===== config.mk =====
export PLATFORM = sky130hd
export DESIGN_NAME = imem_prefetch_queue_flat
export DESIGN_NICKNAME = d
export VERILOG_FILES = /design/src/rtl/imem_prefetch_queue_if.sv /design/src/rtl/imem_prefetch_queue.sv /design/src/flat_wrapper.sv
export SDC_FILE = /design/constraint.sdc
export NUM_CORES = 1
export LEC_CHECK = 0
export ABC_AREA = 1
export BUFFER_PORTS_ARGS = -buffer_cell sky130_fd_sc_hd__buf_4
export CELL_PAD_IN_SITES_DETAIL_PLACEMENT = 0
export CELL_PAD_IN_SITES_GLOBAL_PLACEMENT = 1
export CORE_MARGIN = 4
export CORE_UTILIZATION = 46
export DETAILED_ROUTE_END_ITERATION = 12
export GPL_TIMING_DRIVEN = 0
export PLACE_DENSITY_LB_ADDON = 0.1
export SLEW_MARGIN = 25
export SYNTH_ARGS = -nofsm -noshare
export SYNTH_HDL_FRONTEND = slang
export SYNTH_SLANG_ARGS = --single-unit

===== constraint.sdc =====
create_clock -name clock -period 4.79 [get_ports clock]
set_clock_uncertainty 0.15 [all_clocks]
set_input_delay 0.479 -clock clock [delete_from_list [all_inputs] [get_ports clock]]
set_output_delay 0.479 -clock clock [all_outputs]
set_load 0.1 [all_outputs]

===== src/rtl/imem_prefetch_queue_if.sv =====
// Handshake bundle for imem_prefetch_queue: IF-side valid/ready, redirect, and instruction-memory req/ack.
// master = the prefetch queue, slave = the pipeline/memory environment around it.
interface imem_prefetch_queue_if;
  logic        fetch_ready;
  logic        fetch_valid;
  logic [31:0] fetch_instr;
  logic [31:0] fetch_pc;
  logic        redirect;
  logic [31:0] redirect_pc;
  logic        mem_req;
  logic [31:0] mem_addr;
  logic        mem_ack;
  logic [31:0] mem_rdata;

  modport master (
    input  fetch_ready, redirect, redirect_pc, mem_ack, mem_rdata,
    output fetch_valid, fetch_instr, fetch_pc, mem_req, mem_addr
  );

  modport slave (
    output fetch_ready, redirect, redirect_pc, mem_ack, mem_rdata,
    input  fetch_valid, fetch_instr, fetch_pc, mem_req, mem_addr
  );
endinterface


===== src/rtl/imem_prefetch_queue.sv =====
// Sequential instruction prefetcher with a {pc, instr} FIFO feeding the IF stage; redirects flush and restart.
// Optional fetch/discard counters are enabled by defining IMEM_PREFETCH_STATS_EN.
module imem_prefetch_queue #(
  parameter int unsigned DEPTH    = 4,
  parameter logic [31:0] RESET_PC = 32'h0000_0000
) (
  input  logic                   clock,
  input  logic                   reset,
  imem_prefetch_queue_if.master  bus
`ifdef IMEM_PREFETCH_STATS_EN
  ,
  output logic [31:0]            stat_fetched,
  output logic [31:0]            stat_discarded
`endif
);

  localparam int unsigned PTR_W = $clog2(DEPTH);
  localparam int unsigned CNT_W = PTR_W + 1;

  typedef enum logic [1:0] {
    IDLE,
    REQ,
    DRAIN
  } state_t;

  state_t            state;
  logic              mem_req_q;
  logic [31:0]       mem_addr_q;
  logic [31:0]       next_pc;
  logic [PTR_W-1:0]  rd_ptr;
  logic [PTR_W-1:0]  wr_ptr;
  logic [CNT_W-1:0]  count;
  logic [31:0]       pc_q    [DEPTH];
  logic [31:0]       instr_q [DEPTH];

  logic              ack_seen;
  logic              do_push;
  logic              do_pop;
  logic              do_discard;
  logic              has_room;
  logic              not_empty;
  logic [31:0]       redirect_target;

  always_comb begin
    ack_seen        = mem_req_q && bus.mem_ack;
    not_empty       = (count != '0);
    has_room        = (count < CNT_W'(DEPTH));
    do_push         = (state == REQ) && ack_seen && !bus.redirect;
    do_pop          = not_empty && bus.fetch_ready && !bus.redirect;
    // A response is thrown away when a redirect lands with it, or when it belongs to a drained request.
    do_discard      = ack_seen && (bus.redirect || (state == DRAIN));
    redirect_target = bus.redirect_pc & ~32'h0000_0003;
  end

  always_ff @(posedge clock or negedge reset) begin
    if (!reset) begin
      state      <= IDLE;
      mem_req_q  <= 1'b0;
      mem_addr_q <= RESET_PC;
      next_pc    <= RESET_PC;
    end else begin
      if (bus.redirect) begin
        next_pc <= redirect_target;
      end else if (do_push) begin
        next_pc <= next_pc + 32'd4;
      end

      unique case (state)
        IDLE: begin
          if (!bus.redirect && has_room) begin
            state      <= REQ;
            mem_req_q  <= 1'b1;
            mem_addr_q <= next_pc;
          end
        end
        REQ: begin
          if (bus.mem_ack) begin
            state     <= IDLE;
            mem_req_q <= 1'b0;
          end else if (bus.redirect) begin
            state <= DRAIN;
          end
        end
        DRAIN: begin
          if (bus.mem_ack) begin
            state     <= IDLE;
            mem_req_q <= 1'b0;
          end
        end
        default: begin
          state     <= IDLE;
          mem_req_q <= 1'b0;
        end
      endcase
    end
  end

  always_ff @(posedge clock or negedge reset) begin
    if (!reset) begin
      rd_ptr <= '0;
      wr_ptr <= '0;
      count  <= '0;
    end else if (bus.redirect) begin
      rd_ptr <= '0;
      wr_ptr <= '0;
      count  <= '0;
    end else begin
      if (do_push) begin
        wr_ptr <= wr_ptr + 1'b1;
      end
      if (do_pop) begin
        rd_ptr <= rd_ptr + 1'b1;
      end
      unique case ({do_push, do_pop})
        2'b10:   count <= count + 1'b1;
        2'b01:   count <= count - 1'b1;
        default: count <= count;
      endcase
    end
  end

  // Storage carries no reset; validity is tracked entirely by count.
  always_ff @(posedge clock) begin
    if (do_push) begin
      pc_q[wr_ptr]    <= mem_addr_q;
      instr_q[wr_ptr] <= bus.mem_rdata;
    end
  end

  assign bus.mem_req     = mem_req_q;
  assign bus.mem_addr    = mem_addr_q;
  assign bus.fetch_valid = not_empty;
  assign bus.fetch_pc    = not_empty ? pc_q[rd_ptr]    : '0;
  assign bus.fetch_instr = not_empty ? instr_q[rd_ptr] : '0;

`ifdef IMEM_PREFETCH_STATS_EN
  always_ff @(posedge clock or negedge reset) begin
    if (!reset) begin
      stat_fetched   <= '0;
      stat_discarded <= '0;
    end else begin
      if (do_push && (stat_fetched != '1)) begin
        stat_fetched <= stat_fetched + 32'd1;
      end
      if (do_discard && (stat_discarded != '1)) begin
        stat_discarded <= stat_discarded + 32'd1;
      end
    end
  end
`else
  logic unused_discard;
  assign unused_discard = do_discard;
`endif

endmodule

===== src/flat_wrapper.sv =====
// flat-port wrapper written by rule: the top's interface ports become plain ports
module imem_prefetch_queue_flat 
#(
  parameter int unsigned DEPTH    = 4,
  parameter logic [31:0] RESET_PC = 32'h0000_0000
)
  (clock, reset, bus_fetch_ready, bus_redirect, bus_redirect_pc, bus_mem_ack, bus_mem_rdata, bus_fetch_valid, bus_fetch_instr, bus_fetch_pc, bus_mem_req, bus_mem_addr);
  imem_prefetch_queue_if bus_i ();
  input  logic clock;
  input  logic reset;
  input wire logic [$bits(bus_i.fetch_ready)-1:0] bus_fetch_ready;
  input wire logic [$bits(bus_i.redirect)-1:0] bus_redirect;
  input wire logic [$bits(bus_i.redirect_pc)-1:0] bus_redirect_pc;
  input wire logic [$bits(bus_i.mem_ack)-1:0] bus_mem_ack;
  input wire logic [$bits(bus_i.mem_rdata)-1:0] bus_mem_rdata;
  output wire logic [$bits(bus_i.fetch_valid)-1:0] bus_fetch_valid;
  output wire logic [$bits(bus_i.fetch_instr)-1:0] bus_fetch_instr;
  output wire logic [$bits(bus_i.fetch_pc)-1:0] bus_fetch_pc;
  output wire logic [$bits(bus_i.mem_req)-1:0] bus_mem_req;
  output wire logic [$bits(bus_i.mem_addr)-1:0] bus_mem_addr;
  assign bus_i.fetch_ready = bus_fetch_ready;
  assign bus_i.redirect = bus_redirect;
  assign bus_i.redirect_pc = bus_redirect_pc;
  assign bus_i.mem_ack = bus_mem_ack;
  assign bus_i.mem_rdata = bus_mem_rdata;
  assign bus_fetch_valid = bus_i.fetch_valid;
  assign bus_fetch_instr = bus_i.fetch_instr;
  assign bus_fetch_pc = bus_i.fetch_pc;
  assign bus_mem_req = bus_i.mem_req;
  assign bus_mem_addr = bus_i.mem_addr;
  imem_prefetch_queue #(.DEPTH(DEPTH), .RESET_PC(RESET_PC)) u_core (.clock(clock), .reset(reset), .bus(bus_i));
endmodule

---- Yosys cells after proc, flatten, opt, wreduce, memory -nomap -nowiden ----
Memory sizes are Yosys's and may differ from the RTL's.
Cells that the tools add are included.
word-level totals
  flip-flop bits (word level) ............. 74
  bits in latches ......................... 0
  bits in writable memories ............... 256
  memory bits (read-only) ................. 0
  bits of input ports ..................... 69
  output and inout port bits .............. 98
  word-level logic and storage cells ...... 59
  memories kept ........................... 2
memory list
  name            words  width  read ports  clocked after memory_dff  wr ports  RTL line                   RTL
  u_core.instr_q  4      32     1           0                         1         imem_prefetch_queue.sv:34  logic [31:0] instr_q [DEPTH];
  u_core.pc_q     4      32     1           0                         1         imem_prefetch_queue.sv:33  logic [31:0] pc_q [DEPTH];
cells by class
  add/sub/neg operators ................... 5
  multiply operators ...................... 0
  div/mod/pow operators ................... 0
  magnitude comparators ................... 1
  equal/unequal tests ..................... 8
  shift operators ......................... 0
  multiplexer cells ....................... 20
  bitwise logic cells ..................... 0
  reductions and logical operators ........ 16
operator list
  kind                   number
  $mux 32                4
  $add 32x3->32 const B  1
  $mux 2                 8
  $logic_and 1x1->1      6
  $pmux 2 s3             1
  $pmux 3 s2             1
  $reduce_bool 3->1      2
  $add 2x1->2 const B    2
  $eq 2x1->1 const B     2
  $eq 2x2->1 const B     2
  $mux 1                 4
  $ne 2x1->1 const B     2
  $reduce_and 2->1       2
  $reduce_bool 2->1      2
  $add 3x1->3 const B    1
  $lt 3x3->1 const B     1
  $mux 3                 1
  $ne 3x3->1 const B     1
  $reduce_and 3->1       1
  $sub 3x1->3 const B    1
  $logic_not 2->1        1
  $ne 2x2->1 const B     1
  $pmux 1 s2             1
  $reduce_or 2->1        1
  $logic_not 1->1        1

---- Logic depth before layout (Yosys ltp) ----
Gate-level depths: netlist of run 1.
  depth after elaboration ................. 6
  mapped depth ............................ 10
  mapped depth without buffers ............ 10

---- Least setup slack after synthesis of run 1 ----
Ideal clock, no wire load.
  path type ............................... register to register
  from .................................... reg u_core.mem_req_q, in the netlist u_core.bus.mem_req
  to ...................................... mem u_core.instr_q[0][0], enable pin
  library setup time ...................... 0.482 ns
  data arrival time ....................... 4.099 ns
  data required time ...................... 4.158 ns
  slack ................................... 0.059 ns
  cell stages (with the launch flop) ...... 5
  buffers on the path ..................... 0
  clock period less this slack ............ 4.731 ns
  cell sequence ........................... dfrtp_1 > nand3_2 > nor2_4 > inv_2 > nor2_1
on the way
  word-level cells in the longest chain between the ends .. 5
ends and longest elaborated chain
  item                            RTL line                    RTL
  from (decl)                     imem_prefetch_queue.sv:27   logic mem_req_q;
  from (signal assigned)          imem_prefetch_queue.sv:58   mem_req_q <= 1'b0;
  from (signal assigned)          imem_prefetch_queue.sv:72   mem_req_q <= 1'b1;
  from (signal assigned)          imem_prefetch_queue.sv:79   mem_req_q <= 1'b0;
  $logic_and 1x1->1               imem_prefetch_queue.sv:45   ack_seen = mem_req_q && bus.mem_ack;
  $logic_and 1x1->1 (2 in a row)  imem_prefetch_queue.sv:48   do_push = (state == REQ) && ack_seen && !bus.redirect;
  $mux 1                          imem_prefetch_queue.sv:124  if (do_push) begin
  $mux 1 (implied by the code)    imem_prefetch_queue.sv:126  instr_q[wr_ptr] <= bus.mem_rdata;
  to (decl)                       imem_prefetch_queue.sv:34
No other way between the ends.

---- Final worst setup path of run 1 ----
  from .................................... reg u_core.rd_ptr[0]
  to ...................................... out bus_fetch_pc[3]
on the way
  word-level cells in the longest chain between the ends .. 2
ends and longest elaborated chain
  item                    RTL line                    RTL
  from (decl)             imem_prefetch_queue.sv:30   logic [PTR_W-1:0] rd_ptr;
  from (signal assigned)  imem_prefetch_queue.sv:112  rd_ptr <= rd_ptr + 1'b1;
  $mem_v2 4x32            --
  $mux 32                 imem_prefetch_queue.sv:133  assign bus.fetch_pc = not_empty ? pc_q[rd_ptr] : '0;
  to (decl)               flat_wrapper.sv:18          output wire logic [$bits(bus_i.fetch_pc)-1:0] bus_fetch_pc;
No other way between the ends.

==> results of run 1 <==
[worst max-delay path: cells and delay by family (launching register included)]
kind                   cells  cell delay, ns
AO/OA/AOI/OAI              2            0.46
buffers and inverters      5            1.24
flip-flops                 1            0.37
[registers in the layout, indices dropped and copies added, names as in the netlist]
name,count
u_core.instr_q,128
u_core.pc_q,120
u_core.bus.mem_addr,30
u_core.next_pc,30
u_core.count,3
u_core.rd_ptr,2
u_core.state,2
u_core.wr_ptr,2
u_core.bus.mem_req,1
[power breakdown]
group / internal, mW / switching (mW)
Clock: 1.58 / 1.05
Sequential: 3.34 / 0.317
Combinational: 1.07 / 4.58
Total: 5.99 / 5.94
[worst paths after layout]
| check | from | end | slack, ns | depth (start not counted) |
|---|---|---|---|---|
| min | bus_mem_rdata[3] | u_core.instr_q[2][3]$_DFFE_PP_ | 0.02 | 1 |
| max | u_core.rd_ptr[0]$_DFFE_PN0P_ | bus_fetch_pc[3] | 1.57 | 7 |
| min in group asynchronous | reset | u_core.bus.mem_addr[18]$_DFFE_PN0P_ | 0.35 | 2 |
| min reg2reg | u_core.bus.mem_addr[8]$_DFFE_PN0P_ | u_core.pc_q[2][8]$_DFFE_PP_ | 0.39 | 0 |
| max reg2reg | u_core.state[1]$_DFFE_PN0P_ | u_core.pc_q[1][20]$_DFFE_PP_ | 2.10 | 8 |
| max in group asynchronous | reset | u_core.bus.mem_addr[29]$_DFFE_PN0P_ | 3.56 | 3 |
[stage by stage]
| stage | hold slack, ns | setup WS (ns) | utilization |
|---|---|---|---|
| after global routing | 0.001820 | 1.443 | 0.5819 |
| after floorplan | 0.03341 | 0.05926 | - |
| after CTS | 0.0004193 | 1.593 | 0.5812 |
| final | 0.01948 | 1.573 | 0.5819 |
| after global placement | 0.3731 | -1.815 | 0.5271 |
| after detailed placement | 0.3799 | 2.062 | 0.5377 |
[cells in the mapped netlist, drive strengths merged]
library cell / count
nand2: 189
o211ai: 5
xnor2: 2
o21bai: 1
fa: 1
ha: 8
buf: 31
conb: 1
clkinv: 1
clkbuf: 33
a21oi: 71
xor2: 7
o221ai: 2
a31oi: 1
dfrtp: 70
o22a: 1
o21ai: 164
edfxtp: 248
o22ai: 1
nor2: 318
nand4: 1
inv: 54
nand3: 46
mux2: 5
[cells by family after synthesis]
| group | Yosys count |
|---|---|
| adders and majority gates | 9 |
| AOI/OAI and AO/OA | 246 |
| and+or+nand+nor | 554 |
| DFF | 318 |
| other | 1 |
| xor gates and xnor gates | 9 |
| muxes | 5 |
| buffers and inverters | 119 |
[cell usage in the layout, fill, tap and decap left out, types with 7 or more instances in the layout]
cell type / netlist / layout
buf_12: 0 / 8
edfxtp_1: 248 / 248
clkbuf_1: 30 / 36
a21oi_1: 71 / 71
dlygate4sd3_1: 0 / 12
clkbuf_16: 0 / 35
nand3_1: 44 / 44
nor2_2: 9 / 9
xor2_1: 7 / 7
buf_4: 13 / 173
nand2_2: 13 / 13
ha_1: 8 / 8
buf_2: 16 / 16
nand2_1: 176 / 176
nor2_4: 5 / 9
inv_2: 9 / 9
dfrtp_1: 70 / 70
o21ai_0: 158 / 158
clkinv_1: 0 / 8
inv_1: 45 / 45
nor2_1: 303 / 299
[per-layer routing]
metal  up-vias  global-route usage
li1       4739                   -
met1      4595              0.2851
met2       237              0.3634
met3        35             0.03092
met4         0             0.04998
met5         -                   0
[layout make-up]
cell class / count / area, sq um
plain buffers: 64 / 329.1
clock buffers: 42 / 912.1
clock inverters: 20 / 221.5
fillers: 2531 / 12070
inverters: 55 / 207.7
multi-input cells: 827 / 3822
flip-flops and latches: 318 / 9199
well taps: 384 / 480.5
repair buffers: 185 / 1619
==> metrics.md, run 1 <==
| Metric | Value |
|---|---|
| Root buf cell | clkbuf_16 |
| Fmax | 310.9 MHz |
| 1st-pass router iterations | 5 |
| Global Route Usage Sum | 0.2108 |
| DRC violations left | 0 |
| Worst hold path type | in2reg |
| Sink Count | 318 |
| Status | completed |
| Row cnt | 62 |
| Worst Tran Pin Value | just over 0.6 ns |
| Worst EP required | 4.16 ns |
| Top sig layer | met4 |
| Layout cells sized above 1 | 0.2012 |
| Diodes inserted | 0 |
| Worst path slowest cell | clkbuf_1 |
| Slowest stage delay, CP | 0.42 ns |
| Crit-path max FO | 10 |
| Max IR drop VDD | 649.7 uV |
| Synth Area in Simple Gates | 0.1671 |
| Yosys cell types | 37 |
| Die Ht | roughly 180 microns |
| Clk_lat worst skew | 0.51 ns |
| Relative slew slack | 0.5851 |
| Antenna violations before repair | 0 |
| Data arrival, critical path | 2.59 ns |
| Port Buffer Count | 160 |
| Post-synthesis mux area share | 0.004166 |
| Htree depth | 2 |
| Routed length on met1 | around 15 mm |
| Final slew viol count | 0 |
| Placed insts | 1,820 |
| Max-Cap Viols | 0 |
| Global-route wire length before repair | 53.38 mm |
| Vias in the first global route | between 9,000 and 10,000 |
| Total Power | around 12 mW |
| Crit path top cell by count | buf_4 |
| Non-Filler Instances | 1,895 |
| Post-synthesis xor/xnor area fraction | 0.005832 |
| Full die area | 0.03219 sq mm |
| Antenna Nets Post-Route | 0 |
| DR WL/cell | 18.31 microns |
| Crit Path Class | reg2out |
| Final setup vio count | 0 |
| DR WL met2 | 17.28 mm |
| CP startpoint kind | flop |
| CORE AREA | between 0.02 and 0.03 sq mm |
| Yosys reg bits | 318 |
| Area growth from synthesis to layout | 24.22% |
| YS warnings | 0 |
| Period utilization | 0.6715 |
| Vias per Instance | 5.069 |
| Largest area contributor in the netlist | edfxtp_1 |
| Final instance area | 0.01679 sq mm |
| Via count | 9,606 |
| Hold Buf Count CTS | 12 |
| Die Width | 179.4 microns |
| WL met3 | roughly 1.6 mm |
| Final Hold Vio Count | 0 |
| Pwr dens | 710.8 mW/mm^2 |
| Area contributors post-synth | edfxtp_1, dfrtp_1, nor2_1 |
| Bufs on Longest Clock Path | 3 |
| Post_cts resized | 0 |
| Number of top-level pins | 167 |
| Largest net degree at the start of global routing | 71 |
| Sequential share of the synthesized area | 0.6806 |
| Final GP Congestion | 0.8874 |
| Final worst path period need | 3.217 ns |
| Dpl hpwl | between 20 and 25 mm |
| Crit path capture type | output pin |
| Starting Density | 0.4684 |
| Clock Pin Slew Worst Setup and Hold Paths | 0.06 ns |
| Mapped Cells | around 1,300 |
| Number of CTS-inserted buffers | 34 |
| RSZ-0062 raised after global routing | false |
| Post-CTS setup buffers | 0 |
| Setup TNS Final | 0 ns |
| Cell Chain, Critical Path | buf_6 -> clkinv_2 -> buf_4 -> clkbuf_1 -> o21ai_0 -> a21oi_1 -> buf_4 |
| Synth Area per Inst | 10.72 sq um |
| Main combinational cell family by area after synthesis | simple AND/OR/NAND/NOR gates |
| Initial DRC count | 688 |
| Post-DP Area | 0.01552 sq mm |
| Synth Area in Adders | 0.008886 |
| TritonCTS clock tree | built |
| Area share of the largest cell type after synthesis | 0.5510 |
| Mapped Area | between 0.01 and 0.015 sq mm |
| Total gr overflow | 0 |
| Final wirelength | 34.71 mm |
| Compound-Gate Fraction of Synth Area | 0.09349 |
| Fin nets | between 1,500 and 2,000 |
| P_leak | about 6.5 nW |
Power figures use the tool's default switching activity.
==> inputs of run 2 (changes only) <==
ABC_AREA = 0   (was 1)
CORE_UTILIZATION = 44   (was 46)
clock period = 2.6 ns   (was 4.79 ns; I/O delays follow)
==> run 2 against run 1 <==
Register-to-register slack worse by 2.0 ns. Sequential share of layout area up 0.67 points. Die area decreased by 0.80%. Critical path depth decreased by 2. Non-clock buffer count grew 23. Utilization down 0.36 points. Critical path type unchanged. Critical endpoint is now bus_fetch_pc[14].
==> metrics.md, run 2 <==
| Metric | Value |
|---|---|
| Top reg by flops | u_core.instr_q |
| Largest area contributor in the netlist | edfxtp_1 |
| Fin nets | 1,078 (-31%) |
| Vias per Instance | 5.318 (+4.9%) |
| Global Route Usage Sum | 0.1816 (-0.02917) |
| Clk_lat worst skew | 0.50 ns (about the same) |
| Max-Cap Viols | 0 (unchanged) |
| RSZ-0062 raised after global routing | false |
| Period utilization | 0.9726 |
| Mapped Cells | 729 (-42%) |
| Data arrival, critical path | 2.12 ns (-0.47 ns) |
| Via count | 7,493 (-22%) |
| Die Width | 178.7 microns (-0.40%) |
| Area share of the largest cell type after synthesis | 0.5809 (+0.02989) |
| Port Buffer Count | 159 (-0.63%) |
| Number of top-level pins | 167 (unchanged) |
| CP startpoint kind | flop |
| Biggest registers after layout | u_core.instr_q x128, u_core.pc_q x120 |
| Setup TNS Final | 0 ns (unchanged) |
| Worst hold path type | in2async |
| 1st-pass router iterations | 5 (unchanged) |
| DRC violations left | 0 (unchanged) |
| Worst Tran Pin Value | 0.8409 ns (+0.2186 ns) |
| Yosys cell types | 43 (+16%) |
| Relative slew slack | 0.4394 (-0.1457) |
| Vias in the first global route | 7,744 (-18%) |
| Die Ht | 178.7 microns (-0.40%) |
| Yosys reg bits | 318 (unchanged) |
| Dpl hpwl | 17.28 mm (-27%) |
| TritonCTS clock tree | built |
| Root buf cell | clkbuf_16 |
| Crit path capture type | output pin |
| Final Hold Vio Count | 0 (unchanged) |
| Number of CTS-inserted buffers | 34 (unchanged) |
| Global-route wire length before repair | 44.18 mm (-17%) |
| Crit Path Class | reg2out |
| Sink Count | 318 (unchanged) |
| Fmax | 395.5 MHz |
| YS warnings | 0 (unchanged) |
| Full die area | 0.03193 sq mm (-0.80%) |
| Row cnt | 62 (unchanged) |
| CORE AREA | 0.02870 sq mm (-0.54%) |
| Final GP Congestion | 0.7651 (-14%) |
| Fin worst setup slack | 0.07128 ns (-1.502 ns) |
| Most frequent cells in the layout | edfxtp_1, buf_4, dfrtp_1, dlygate4sd3_1, and2_1 |
| Commonest non-fill, non-tap cell in the layout | edfxtp_1 |
| Most used DFF post-synth | edfxtp_1 |
| Crit-path max FO | 10 (unchanged) |
| Synth Area per Inst | 17.59 sq um (+64%) |
| DR WL/cell | 20.69 microns (+13%) |
| Final Util | 0.5783 (-0.003568) |
| Mapped Area | 0.01282 sq mm (-5.1%) |
| Final setup vio count | 0 (unchanged) |
| Diodes inserted | 0 (unchanged) |
| Area growth from synthesis to layout | 29.46% |
| Synth async-reset ratio | 0.2201 (unchanged) |
| Final wirelength | 29.16 mm (-16%) |
| Sequential share of the synthesized area | 0.7175 (+0.03693) |
| Final slew viol count | 0 (unchanged) |
| Antenna Nets Post-Route | 0 (unchanged) |
| Post-synth EDFFs | 248 (unchanged) |
| Commonest cells in the synthesized netlist | edfxtp_1, dfrtp_1, and2_1, mux4_2 |
| Layout cells sized above 1 | 0.3444 (+0.1432) |
| Worst EP required | 2.19 ns (-1.97 ns) |
| Largest register FFs | 128 (unchanged) |
| Antenna violations before repair | 0 (unchanged) |
| Area contributors post-synth | edfxtp_1, dfrtp_1, mux4_2 |
| Status | completed |
| Worst hold slack | 0.06105 ns (+0.04157 ns) |
| Starting Density | 0.4467 (-0.02171) |
| Largest net degree at the start of global routing | 71 (unchanged) |
| Dpl ws | -0.6141 ns (-2.676 ns) |
| Clock Pin Slew Worst Setup and Hold Paths | 0.06 ns (about the same) |
| Final worst path period need | about 2.5 ns |
| Most numerous cell in the Yosys netlist | edfxtp_1 |
| Htree depth | 2 (unchanged) |
| Initial DRC count | 422 (-39%) |
| Bufs on Longest Clock Path | 3 (unchanged) |
| Total gr overflow | 0 (unchanged) |
[run 2: cells by family after synthesis]
kind of cell / after synthesis / synth area share
compound gates: 58 / 0.02908
xor+xnor: 14 / 0.009564
fa+ha+maj: 9 / 0.009369
buf+inv: 57 / 0.01883
flops: 318 / 0.7175
mux: 94 / 0.1368
other cells: 1 / 0.0002925
simple gates: 178 / 0.07856
[run 2: area by class of cell]
cell class / count / area, sq um
fillers: 2284 / 12100
flip-flops and latches: 318 / 9205
multi-input cells: 361 / 3493
repair buffers: 232 / 1994
clock buffers: 53 / 973.4
well taps: 384 / 480.5
plain buffers: 40 / 310.3
clock inverters: 8 / 92.59
inverters: 13 / 48.80
[run 2: worst paths after layout]
check                                               start                             endpoint  slack [ns]  depth (start not counted)
min reg2reg                u_core.next_pc[22]$_DFFE_PN0N_  u_core.bus.mem_addr[22]$_DFFE_PN0P_        0.39                          1
max in group asynchronous                           reset       u_core.bus.mem_req$_DFFE_PN0P_        1.66                          3
min in group clock                           bus_redirect       u_core.next_pc[15]$_DFFE_PN0N_        0.30                          3
max reg2reg                   u_core.state[1]$_DFFE_PN0P_       u_core.next_pc[31]$_DFFE_PN0N_        0.12                          7
min                                                 reset  u_core.bus.mem_addr[15]$_DFFE_PN0P_        0.06                          2
max                          u_core.rd_ptr[0]$_DFFE_PN0P_                     bus_fetch_pc[14]        0.07                          5
[run 2: metrics by stage]
stage	area, sq um	std cells
final	16600	1409
after global routing	16600	1409
after CTS	16440	1406
after detailed placement	14530	1275
after floorplan	12860	732
after global placement	14530	1275
[run 2: routing by layer]
layer / track usage / vias to the layer above / routed length (microns)
li1: - / 3394 / -
met1: 0.2532 / 3848 / 12910
met2: 0.3001 / 208 / 14250
met3: 0.03311 / 43 / 1490
met4: 0.04509 / 0 / 505
met5: 0 / - / 0
[run 2: critical path: stages (launching register included)]
cell	delay [ns]
dfrtp_2	0.38
buf_4	0.15
buf_12	0.16
mux4_2	0.51
and2_1	0.17
buf_4	0.23
[run 2: timing repair]
action / 4_1_cts / 5_1_grt
pin swaps: 5 / 0
gates cloned: 4 / 0
hold buffers: 65 / 0
setup endpoints to repair: 324 / 55
buffers inserted: 5 / 2
endpoints found under the hold margin: 231 / 0
gates resized for setup: 45 / 30
Power of run 2 is not shown: default switching activity piles up to over one toggle a cycle in this logic, so the estimate is an artifact.
